<file path="src/rtl/game_pkg.sv">
// Shared definitions for the pong match controller and the ball state machine.
//   state_t        match sequencing states
//   WIN_*          winner codes driven on game_controller.winner
//   BCD_MAX        largest BCD digit, used by the countdown borrow
//   geometry       screen/paddle/ball sizes shared with the ball logic
//   winner_of()    final-score comparison
//   sat_inc()      saturating score increment
package game_pkg;

  typedef enum logic [1:0] {
    IDLE  = 2'd0,
    SERVE = 2'd1,
    PLAY  = 2'd2,
    OVER  = 2'd3
  } state_t;

  localparam logic [1:0] WIN_NONE = 2'b00;
  localparam logic [1:0] WIN_P1   = 2'b01;
  localparam logic [1:0] WIN_P2   = 2'b10;
  localparam logic [1:0] WIN_DRAW = 2'b11;

  localparam logic [3:0] BCD_MAX = 4'd9;

  localparam int SCREEN_W  = 640;
  localparam int SCREEN_H  = 480;
  localparam int PADDLE_W  = 8;
  localparam int PADDLE_H  = 64;
  localparam int BALL_SIZE = 8;

  function automatic logic [1:0] winner_of(input logic [3:0] s1, input logic [3:0] s2);
    if (s1 > s2)      return WIN_P1;
    else if (s2 > s1) return WIN_P2;
    else              return WIN_DRAW;
  endfunction

  function automatic logic [3:0] sat_inc(input logic [3:0] s, input logic [3:0] max);
    return (s >= max) ? max : s + 4'd1;
  endfunction

endpackage

</file>
<file path="src/rtl/bcd_countdown.sv">
// Two-digit BCD countdown (tens:ones) that stops at 00.
//   clk, rst   clock, synchronous active-high reset (loads the initial time)
//   load       reload the initial time
//   dec        count down one second; ignored at 00
//   tens, ones registered BCD digits
//   zero       high while the count is 00
module bcd_countdown
  import game_pkg::*;
#(
  parameter int TENS_INIT = 6,
  parameter int ONES_INIT = 0
) (
  input  logic       clk,
  input  logic       rst,
  input  logic       load,
  input  logic       dec,
  output logic [3:0] tens,
  output logic [3:0] ones,
  output logic       zero
);

  assign zero = (tens == 4'd0) && (ones == 4'd0);

  always_ff @(posedge clk) begin
    if (rst || load) begin
      tens <= 4'(TENS_INIT);
      ones <= 4'(ONES_INIT);
    end else if (dec && !zero) begin
      if (ones == 4'd0) begin
        // borrow from the tens digit
        ones <= BCD_MAX;
        tens <= tens - 4'd1;
      end else begin
        ones <= ones - 4'd1;
      end
    end
  end

endmodule

</file>
<file path="src/rtl/game_controller.sv">
// Match-level controller downstream of the ball/paddle state machine.
// Sequences IDLE -> SERVE -> PLAY -> ... -> OVER, keeps scores and a BCD
// countdown, and feeds stop/min back to the ball logic.
//   clk, rst        clock, synchronous active-high reset
//   start           one-cycle start/restart request (honoured in IDLE/OVER)
//   miss1, miss2    player missed (levels from the ball state machine)
//   stop            hold ball/paddles at centre (registered)
//   min, sec        BCD tens/ones of seconds remaining
//   score1, score2  binary scores, saturating at WIN_SCORE
//   game_over       high while in OVER
//   winner          none/p1/p2/draw, valid while game_over
module game_controller
  import game_pkg::*;
#(
  parameter int CLK_PER_SEC  = 25_000_000,
  parameter int SERVE_CYCLES = 25_000_000,
  parameter int TIME_TENS    = 6,
  parameter int TIME_ONES    = 0,
  parameter int WIN_SCORE    = 9
) (
  input  logic       clk,
  input  logic       rst,
  input  logic       start,
  input  logic       miss1,
  input  logic       miss2,
  output logic       stop,
  output logic [3:0] min,
  output logic [3:0] sec,
  output logic [3:0] score1,
  output logic [3:0] score2,
  output logic       game_over,
  output logic [1:0] winner
);

  localparam int PW = (CLK_PER_SEC  > 1) ? $clog2(CLK_PER_SEC)  : 1;
  localparam int SW = (SERVE_CYCLES > 1) ? $clog2(SERVE_CYCLES) : 1;
  localparam logic [PW-1:0] PRESC_MAX  = PW'(CLK_PER_SEC - 1);
  localparam logic [SW-1:0] SERVE_LOAD = SW'(SERVE_CYCLES - 1);
  localparam logic [3:0]    WS         = 4'(WIN_SCORE);

  state_t        state, state_nxt;
  logic [PW-1:0] presc, presc_nxt;
  logic [SW-1:0] serve_cnt, serve_nxt;
  logic [3:0]    s1_nxt, s2_nxt;
  logic          tmr_load, tmr_dec, tmr_zero;
  logic          tick, expiring;

  bcd_countdown #(
    .TENS_INIT (TIME_TENS),
    .ONES_INIT (TIME_ONES)
  ) u_timer (
    .clk  (clk),
    .rst  (rst),
    .load (tmr_load),
    .dec  (tmr_dec),
    .tens (min),
    .ones (sec),
    .zero (tmr_zero)
  );

  assign tick = (state == PLAY) && (presc == PRESC_MAX);
  // This tick lands the timer on 00 (or it is already parked there).
  assign expiring = tick && (tmr_zero || (min == 4'd0 && sec == 4'd1));

  always_comb begin
    state_nxt = state;
    presc_nxt = '0;
    serve_nxt = serve_cnt;
    s1_nxt    = score1;
    s2_nxt    = score2;
    tmr_load  = 1'b0;
    tmr_dec   = 1'b0;
    case (state)
      IDLE, OVER: begin
        if (start) begin
          state_nxt = SERVE;
          s1_nxt    = 4'd0;
          s2_nxt    = 4'd0;
          tmr_load  = 1'b1;
          serve_nxt = SERVE_LOAD;
        end
      end
      SERVE: begin
        if (serve_cnt == '0) state_nxt = PLAY;
        else                 serve_nxt = serve_cnt - 1'b1;
      end
      PLAY: begin
        tmr_dec   = tick;
        presc_nxt = tick ? '0 : presc + 1'b1;
        // miss1 has priority when both players miss in the same cycle
        if (miss1)      s2_nxt = sat_inc(score2, WS);
        else if (miss2) s1_nxt = sat_inc(score1, WS);
        if (miss1 || miss2) begin
          state_nxt = SERVE;
          serve_nxt = SERVE_LOAD;
        end
        // score is already updated above, so a simultaneous expiry still counts it
        if (((miss1 || miss2) && (s1_nxt == WS || s2_nxt == WS)) || expiring)
          state_nxt = OVER;
      end
      default: state_nxt = IDLE;
    endcase
    if (state_nxt != PLAY) presc_nxt = '0;
  end

  always_ff @(posedge clk) begin
    if (rst) begin
      state     <= IDLE;
      presc     <= '0;
      serve_cnt <= '0;
      score1    <= 4'd0;
      score2    <= 4'd0;
      stop      <= 1'b1;
      game_over <= 1'b0;
      winner    <= WIN_NONE;
    end else begin
      state     <= state_nxt;
      presc     <= presc_nxt;
      serve_cnt <= serve_nxt;
      score1    <= s1_nxt;
      score2    <= s2_nxt;
      // outputs follow the next state so they change on the causing edge
      stop      <= (state_nxt != PLAY);
      game_over <= (state_nxt == OVER);
      winner    <= (state_nxt == OVER) ? winner_of(s1_nxt, s2_nxt) : WIN_NONE;
    end
  end

endmodule

</file>
<file path="config.mk">
export PLATFORM = sky130hd
export DESIGN_NAME = game_controller
export DESIGN_NICKNAME = d
export VERILOG_FILES = /design/src/rtl/game_pkg.sv /design/src/rtl/bcd_countdown.sv /design/src/rtl/game_controller.sv
export SDC_FILE = /design/constraint.sdc
export NUM_CORES = 1
export LEC_CHECK = 0
export CORE_ASPECT_RATIO = 1.1
export CORE_MARGIN = 5
export CORE_UTILIZATION = 34
export CTS_CLUSTER_DIAMETER = 100
export DETAILED_ROUTE_END_ITERATION = 10
export HOLD_SLACK_MARGIN = 0.1
export SLEW_MARGIN = 20
export SYNTH_ARGS = -nofsm -noshare
export SYNTH_HDL_FRONTEND = slang
export SYNTH_SLANG_ARGS = --single-unit
</file>
<file path="constraint.sdc">
create_clock -name clk -period 3.7 [get_ports clk]
set_clock_uncertainty 0.15 [all_clocks]
set_input_delay 0.925 -clock clk [delete_from_list [all_inputs] [get_ports clk]]
set_output_delay 0.925 -clock clk [all_outputs]
set_load 0.1 [all_outputs]
</file>
# Word-level counts from Yosys, hierarchy flattened
# Index checks and enable logic that the tools add are counted.
# totals
reg_bits	72
inputBits	5
output_inout_bits	20
word_cells	83
# op_classes
n_addsub	6
n_lt_le_gt_ge	4
n_eq_ne	12
n_mux	26
bitwise_logic	2
n_reduce_logical	22
# op_table
operator	count
25-bit two-way mux	3
25-bit one-hot mux with 3 select lines	1
4-bit two-way mux	10
25-bit by 1-bit adder with 25-bit output, second input constant	1
25-bit equality test, second input constant	1
25-bit zero test	1
25-bit by 1-bit subtractor with 25-bit output, second input constant	1
4-bit one-hot mux with 2 select lines	2
4-bit by 1-bit adder with 4-bit output, second input constant	2
4-bit equality test, second input constant	2
4-bit >= comparator, second input constant	2
4-bit > comparator	2
4-bit zero test	2
2-bit two-way mux	4
4-bit by 1-bit subtractor with 4-bit output, second input constant	2
2-bit equality test, second input constant	3
1-bit logical AND	6
2-bit != test, second input constant	3
2-bit one-hot mux with 3 select lines	1
1-bit logical OR	5
1-bit two-way mux	5
4-bit by 1-bit equality test with 1-bit output, second input constant	1
2-bit OR reduction	2
4-bit OR reduction	1
8 further kinds	9

# Depth between registers and ports, before layout
# Gate-level depths: netlist of run 1.
# logic_depth
depth_word	14
ltp_mapped	15
mapped_depth_nobuf	14

# Modules after synthesis
# A second synthesis of run 1 with hierarchy kept.
# hier_totals
cells_unflattened	481
hier_area_um2	4088.9
# by_module_without_submodules
mod	instances	cells_per_inst	area_each_um2	seq_area_each_um2
game_controller	1	433	3643.5	1281.2
bcd_countdown	1	48	445.4	160.2

# Least setup slack after synthesis of run 1
# OpenSTA, ideal clock, no wires.
# synth_path
path_type	register to register
startpoint	register score1[1]
endpoint	register winner[0]
t_arrival_ns	3.206
t_required_ns	3.464
slack_ns	0.258
stages_incl_launch_ff	13
n_path_buf	0
synth_period_minus_slack_ns	3.442
cell_sequence	dfxtp_1 > inv_1 > ha_1 > or3b_2 > a21oi_1 > a32oi_1 > ha_1 > nor2b_1 > o21ai_0 > nand2b_1 > a21oi_1 > a41oi_1 > a211oi_1
# synth_via
elab_chain_len	14
# synth_lines
element	line	text
from (decl)	game_controller.sv:29	output logic [3:0] score1,
from (signal assigned)	game_controller.sv:120	score1 <= s1_nxt;
4-bit by 1-bit adder with 4-bit output / 4-bit >= comparator (equally long branches)	game_pkg.sv:37	return (s >= max) ? max : s + 4'd1;
4-bit two-way mux	game_pkg.sv:37	
4-bit two-way mux	game_controller.sv:92	else if (miss2) s1_nxt = sat_inc(score1, WS);
4-bit two-way mux	game_controller.sv:91	if (miss1) s2_nxt = sat_inc(score2, WS);
4-bit two-way mux	game_controller.sv:73	case (state)
4-bit equality test	game_controller.sv:98	if (((miss1 || miss2) && (s1_nxt == WS || s2_nxt == WS)) || expiring)
1-bit logical OR	game_controller.sv:98	
1-bit logical AND	game_controller.sv:98	
1-bit logical OR	game_controller.sv:98	
2-bit two-way mux	game_controller.sv:98	
2-bit one-hot mux with 3 select lines	game_controller.sv:73	
2-bit equality test	game_controller.sv:125	winner <= (state_nxt == OVER) ? winner_of(s1_nxt, s2_nxt) : WIN_NONE;
1-bit NOT (no source line)	n/a	
2-bit OR reduction (no source line)	n/a	
to (signal assigned)	game_controller.sv:125	
to (decl)	game_controller.sv:32	output logic [1:0] winner
# Several ways; a longest one is shown, not always the timed one. The select of a mux whose other input is x is not followed.
# A chain may end at the register's enable or synchronous reset.

# Final worst setup path of run 1
# layout_path
startpoint	input start
endpoint	register winner[0]
# layout_via
elab_chain_len	5
# layout_lines
element	line	text
from (decl)	game_controller.sv:23	input logic start,
4-bit two-way mux / 2-bit two-way mux (equally long branches)	game_controller.sv:75	if (start) begin
4-bit one-hot mux with 2 select lines / 2-bit one-hot mux with 3 select lines (equally long branches)	game_controller.sv:73	
4-bit > comparator / 2-bit equality test (equally long branches)	game_pkg.sv:32, game_controller.sv:125	
1-bit two-way mux / 1-bit NOT (equally long branches)	n/a	
1-bit two-way mux / 2-bit OR reduction (equally long branches)	n/a	
# Several ways; a longest one is shown, not always the timed one.

==> flow_metrics.tcl, run 1 <==
set metrics [dict create \
    grt_max_degree 31 \
    ys_ff_latch 72 \
    cts_resized 0 \
    grt_setup_unrepaired "false" \
    wl_per_cell_um 13.2 \
    fin_nets 498 \
    grt_use_total_pct 12.9 \
    core_mm2 0.0109 \
    netlist_instances 450 \
    layout.cells.non_filler 629 \
    power_leakage_nw 1.56 \
    worstPathCellList "clkdlybuf4s50_1, nor2b_1, nor2_1, o21ai_0, a32oi_1, ha_1, nor2b_1, o21ai_0, nand2b_1, a21oi_1, a41oi_1, a211oi_1" \
    grt.overflow.total 0 \
    cts_made_buffers 9 \
    crit_type "in -> reg" \
    synth_edf_count 0 \
    critPathMaxFanout 6 \
    cts_buffer_depth 2 \
    fin_util_pct 40.9 \
    synth_nets 471 \
    ys_seq_area_share_pct 37.9 \
    dp.cells 613 \
    slew_violations 0 \
    relSlewSlack_pct 59.1 \
    timing.fmax_ghz 0.304 \
    finalWeightedCongestion 0.808 \
    io_pins 25 \
    cts_tree "done" \
    numPortBuffers 24 \
    clk_pin_slew_ns 0.06 \
    wirelength_um 8330 \
    setup_viol 0 \
    drtIter0Drc 140 \
    fin_crit_sh_pct 88.8 \
    yosysUniqueCellTypes 60 \
    synth.area.top_cells "dfxtp_1, nor2_1, xnor2_1, ha_1, xor2_1" \
    area_delta_synth_final_pct 17.4 \
    crit_buf_inv 1 \
    die_x_um 111 \
    postSynthAreaPerCell_um2 8.44 \
    postRouteAntennaNets 0 \
    syn-cell-area_mm2 0.00380 \
    cp_data_required_time_ns 3.80 \
    power_mw 1.93 \
    synth_top_cell_by_area "dfxtp_1" \
    drt-vias-per-instance 4.98 \
    hold_violations 0 \
    endpoint_kind "flip-flop" \
    hp-class "reg -> reg" \
    drive_above_1_share_pct 11.4 \
    dpl.hpwl_um 6030 \
    setup_tns_ns 0 \
    netlist.area_leader.share_pct 37.9 \
    placementRows 40 \
    tightest_slew_ns 0.605 \
    antenna_cells 0 \
    drv_cap 0 \
    dieArea_mm2 0.0134 \
    grt_pass1_vias 3063 \
    hold_buffers 0 \
    cellPowerDensity_mw_per_mm2 433 \
    grt_pass1_wl_um 14500 \
    hold_ws_ns 0.345 \
    arrival_ns 3.39 \
    synth-async-reset-ratio_pct 0 \
    synth_warnings 0 \
    grt_antenna_before_repair 0 \
    cpLargestDelayFamily "compound AO/OA/AOI/OAI gates" \
    first_pass_iters 4 \
    ir_worst_vdd_uv 285 \
    ys.flop_type "dfxtp_1" \
    status "complete, no violations" \
    start_util_pct 34.8 \
    cts_setup_buffers 0 \
    min_period_ns 3.29 \
    drc 0 \
    clock_sinks 72 \
    vias 3132 \
    die_h_um 121 \
    cts_root_buffer "clkbuf_16" \
    max_stage_delay_ns 0.52 \
    cts_max_level 3 \
    insertion_delay_ns 0.34 \
    crit_slowest_cell "clkdlybuf4s50_1" \
    startpoint_type "input pin" \
]
==> area by class of cell <==
cell class | count | area, um2
Clock inverter | 5 | 55.1
Sequential cell | 72 | 1440
Timing Repair Buffer | 31 | 243
Multi-Input combinational cell | 343 | 2210
Inverter | 20 | 75.1
Clock buffer | 11 | 253
Fill cell | 1116 | 6450
Tap cell | 147 | 184
==> cells in the mapped netlist (6+ instances only) <==
library cell	n
a21oi_1	27
clkbuf_1	10
dfxtp_1	72
ha_1	16
inv_1	20
nand2_1	24
nand2b_1	10
nand3_1	24
nand4_1	9
nor2_1	64
nor2b_1	10
nor3_1	16
nor4_1	6
o21ai_0	14
xnor2_1	24
xor2_1	21
==> path summary, 6_finish.rpt <==
check / slack, ns / end / startpoint / depth (start not counted)
setup / recovery: 0.41 / winner[0]$_SDFF_PP0_ / start / 12
hold / removal: 0.35 / presc[0]$_SDFF_PP0_ / presc[0]$_SDFF_PP0_ / 1
setup reg to reg: 0.61 / winner[0]$_SDFF_PP0_ / state[0]$_SDFF_PP0_ / 13
hold reg to reg: 0.35 / presc[0]$_SDFF_PP0_ / presc[0]$_SDFF_PP0_ / 1
==> metal layers <==
layer,GRT usage (%),share of wire [%]
met5,0,0
met4,4.46,1.2
met3,3.24,2.7
met2,21.3,47
met1,16.5,49
==> report_power, final <==
group,total [mW],switching (mW),internal (mW)
logic,0.202,0.119,0.0825
clock network,0.887,0.332,0.556
registers,0.842,0.0345,0.807
total,1.93,0.485,1.45
==> state kept, by name, summed over array words and instances (netlist names), 2 cells and up <==
register and count:
presc 25, score1 4, score2 4, serve_cnt 25, state 2, u_timer.ones 4
u_timer.tens 4, winner 2
==> cell families (layout without fill, tap and decap cells) <==
| kind of cell | count (synthesis) | after routing | synth area share (%) |
|---|---|---|---|
| AND/OR/NAND/NOR | 202 | 202 | 28.8 |
| AO/OA/AOI/OAI | 78 | 78 | 13.2 |
| flip-flops | 72 | 72 | 37.9 |
| XOR/XNOR | 45 | 45 | 10.4 |
| buffers and inverters | 35 | 67 | 3.92 |
| adder cells (fa/ha/maj) | 16 | 16 | 5.27 |
| multiplexers | 2 | 2 | 0.527 |
==> stage by stage <==
stage | area (um2) | worst slack (ns)
2_1_floorplan | 3800 | 0.258
5_1_grt | 4460 | 0.202
3_5_place_dp | 4150 | 0.0882
3_3_place_gp | 4150 | 0.207
6_report | 4460 | 0.413
4_1_cts | 4460 | 0.436
==> placed cells by master (no fill, tap or decap), drive strengths merged, types with 3 or more instances in the layout <==
master / n
and2: 3
a31oi: 3
nor4b: 3
inv: 20
nor3b: 3
nor2b: 10
or3b: 3
nand2: 24
o31ai: 4
and3: 4
a21oi: 27
o21ai: 14
nand3: 24
nor2: 65
a21boi: 3
dfxtp: 72
nor4: 8
clkdlybuf4s50: 4
xnor2: 24
o21a: 3
nor3: 16
nand3b: 4
nand2b: 10
or3: 3
xor2: 21
a211oi: 5
buf: 27
clkbuf: 11
ha: 16
or4b: 3
nand4: 9
or4: 4
a21o: 5
Note: power is estimated with default switching activity, not from simulation.
==> run 2, diff against run 1 <==
--- a/config.mk
+++ b/config.mk
@@ -14,4 +14,5 @@
 export SLEW_MARGIN = 20
 export SYNTH_ARGS = -nofsm -noshare
 export SYNTH_HDL_FRONTEND = slang
+export SYNTH_HIERARCHICAL = 1
 export SYNTH_SLANG_ARGS = --single-unit
==> flow_metrics.tcl, run 2 <==
set metrics [dict create \
    dp_slack_ns 0.132 \
    postRouteAntennaNets 0 \
    grt_pass1_wl_um 17300 \
    hold_violations 0 \
    wirelength_um 10200 \
    insertion_delay_ns 0.33 \
    hold_buffers 0 \
    drt-vias-per-instance 5.72 \
    grt_use_total_pct 14.5 \
    dieArea_mm2 0.0143 \
    start_util_pct 34.3 \
    synth_warnings 6 \
    grt.overflow.total 0 \
    cts_tree "done" \
    critPathMaxFanout 14 \
    antenna_cells 0 \
    yosysMostFrequentCell "dfxtp_1" \
    power_leakage_nw 1.63 \
    setup_viol 0 \
    fill_cells 1201 \
    cp_data_required_time_ns 3.79 \
    layout_common_cells "dfxtp_1, a211oi_1, buf_4" \
    dpl.hpwl_um 7100 \
    hp-class "reg -> reg" \
    cts_max_level 3 \
    crit_type "in -> reg" \
    startpoint_type "input pin" \
    ys_seq_area_share_pct 35.3 \
    numPortBuffers 24 \
    tightest_slew_ns 0.722 \
    grt_max_degree 32 \
    crit_start "miss1" \
    vias 3767 \
    io_pins 25 \
    cts_resized 0 \
    cts_root_buffer "clkbuf_16" \
    finalWeightedCongestion 0.819 \
    ys_ff_latch 72 \
    placementRows 42 \
    die_x_um 115 \
    relSlewSlack_pct 51.4 \
    syn-cell-area_mm2 0.00409 \
    first_pass_iters 5 \
    status "complete, no violations" \
    postSynthAreaPerCell_um2 8.50 \
    clock_sinks 72 \
    drv_cap 0 \
    worst_slack_ns 0.440 \
    clk_pin_slew_ns 0.05 \
    setup_tns_ns 0 \
    grt_antenna_before_repair 0 \
    fin_nets 521 \
    cts_buffer_depth 2 \
    endpoint_kind "flip-flop" \
    drtIter0Drc 230 \
    min_from "serve_cnt[6]$_SDFFE_PP0P_" \
    wl_per_cell_um 15.5 \
    drive_above_1_share_pct 11.7 \
    min_period_ns 3.26 \
    synth_nets 502 \
    grt_pass1_vias 3700 \
    cts_setup_buffers 0 \
    fin_util_pct 39.5 \
    synth.area.top_cells "dfxtp_1, a211oi_1, ha_1, xor2_1, or4_1" \
    drc 0 \
    ir_worst_vdd_uv 281 \
    ys.flop_type "dfxtp_1" \
    synth-async-reset-ratio_pct 0 \
    slew_violations 0 \
    area_delta_synth_final_pct 15.3 \
    fin_crit_sh_pct 88.1 \
    die_h_um 125 \
    reg2reg_from "score1[1]$_SDFF_PP0_" \
    mostFrequentLayoutCell "dfxtp_1" \
    netlist_instances 481 \
    cellPowerDensity_mw_per_mm2 399 \
    cts_made_buffers 9 \
    hold_ws_ns 0.326 \
    core_mm2 0.0119 \
    yosys-top-cells-count "dfxtp_1, a211oi_1, nand2_1" \
    arrival_ns 3.35 \
    top_regs "presc x25, serve_cnt x25" \
    timing.fmax_ghz 0.307 \
    grt_setup_unrepaired "false" \
    netlist.area_leader.share_pct 35.3 \
    synth_edf_count 0 \
    synth_top_cell_by_area "dfxtp_1" \
    yosysUniqueCellTypes 59 \
]
-- run 2: per-stage QoR --
stage	instances	instance area, um2	total power [mW]
floorplan	481	4090	1.05
global placement	643	4460	1.13
detailed placement	643	4460	1.14
CTS	658	4710	1.90
global route	658	4710	1.97
finish	658	4710	1.88
-- run 2: kinds of logic (layout without fill, tap and decap cells) --
family          Yosys count  after routing  share of synthesized area (%)
fa+ha+maj                16             16                           4.90
buf+inv                  44             67                           4.13
simple gates            203            203                           30.1
compound gates          118            118                           19.4
mux                       4              4                           1.10
flops                    72             72                           35.3
xor+xnor                 24             24                           5.14
-- run 2: layout make-up --
class	instances	area, um2	share of cell area, %
clock buffers	11	233	4.94
clock inverters	4	22.5	0.478
inverters	18	67.6	1.43
multi-input cells	365	2490	52.9
flip-flops and latches	72	1440	30.6
well taps	154	193	4.09
repair buffers	34	265	5.63
-- run 2: path summary, 6_finish.rpt --
path	endpoint	slack (ns)	cells past startpoint
max	winner[0]$_SDFF_PP0_	0.44	11
min	serve_cnt[6]$_SDFFE_PP0P_	0.33	2
max reg2reg	winner[0]$_SDFF_PP0_	0.68	12
min reg2reg	serve_cnt[6]$_SDFFE_PP0P_	0.33	2
-- run 2: critical path: stages --
cell	delay (ns)
clkdlybuf4s50_1	0.63
nand2b_1	0.29
a21oi_1	0.17
and3b_1	0.17
o21ai_0	0.09
and2_1	0.17
ha_1	0.30
o21a_1	0.11
o21a_1	0.17
o21a_1	0.16
a211oi_1	0.16
-- run 2: routing by layer --
metal	global-route usage [%]	vias up	part of all wire, %
met2	24.3	77	49
li1	-	1874	-
met5	0	-	0
met3	3.04	10	3.6
met4	5.87	0	1.2
met1	18.1	1806	46
-- run 2: report_power, final --
group / total [mW] / internal [mW] / switching (mW) / leakage [nW]
sequential: 0.843 / 0.810 / 0.0329 / 0.586
combinational: 0.280 / 0.102 / 0.178 / 0.923
clock: 0.760 / 0.446 / 0.314 / 0.125
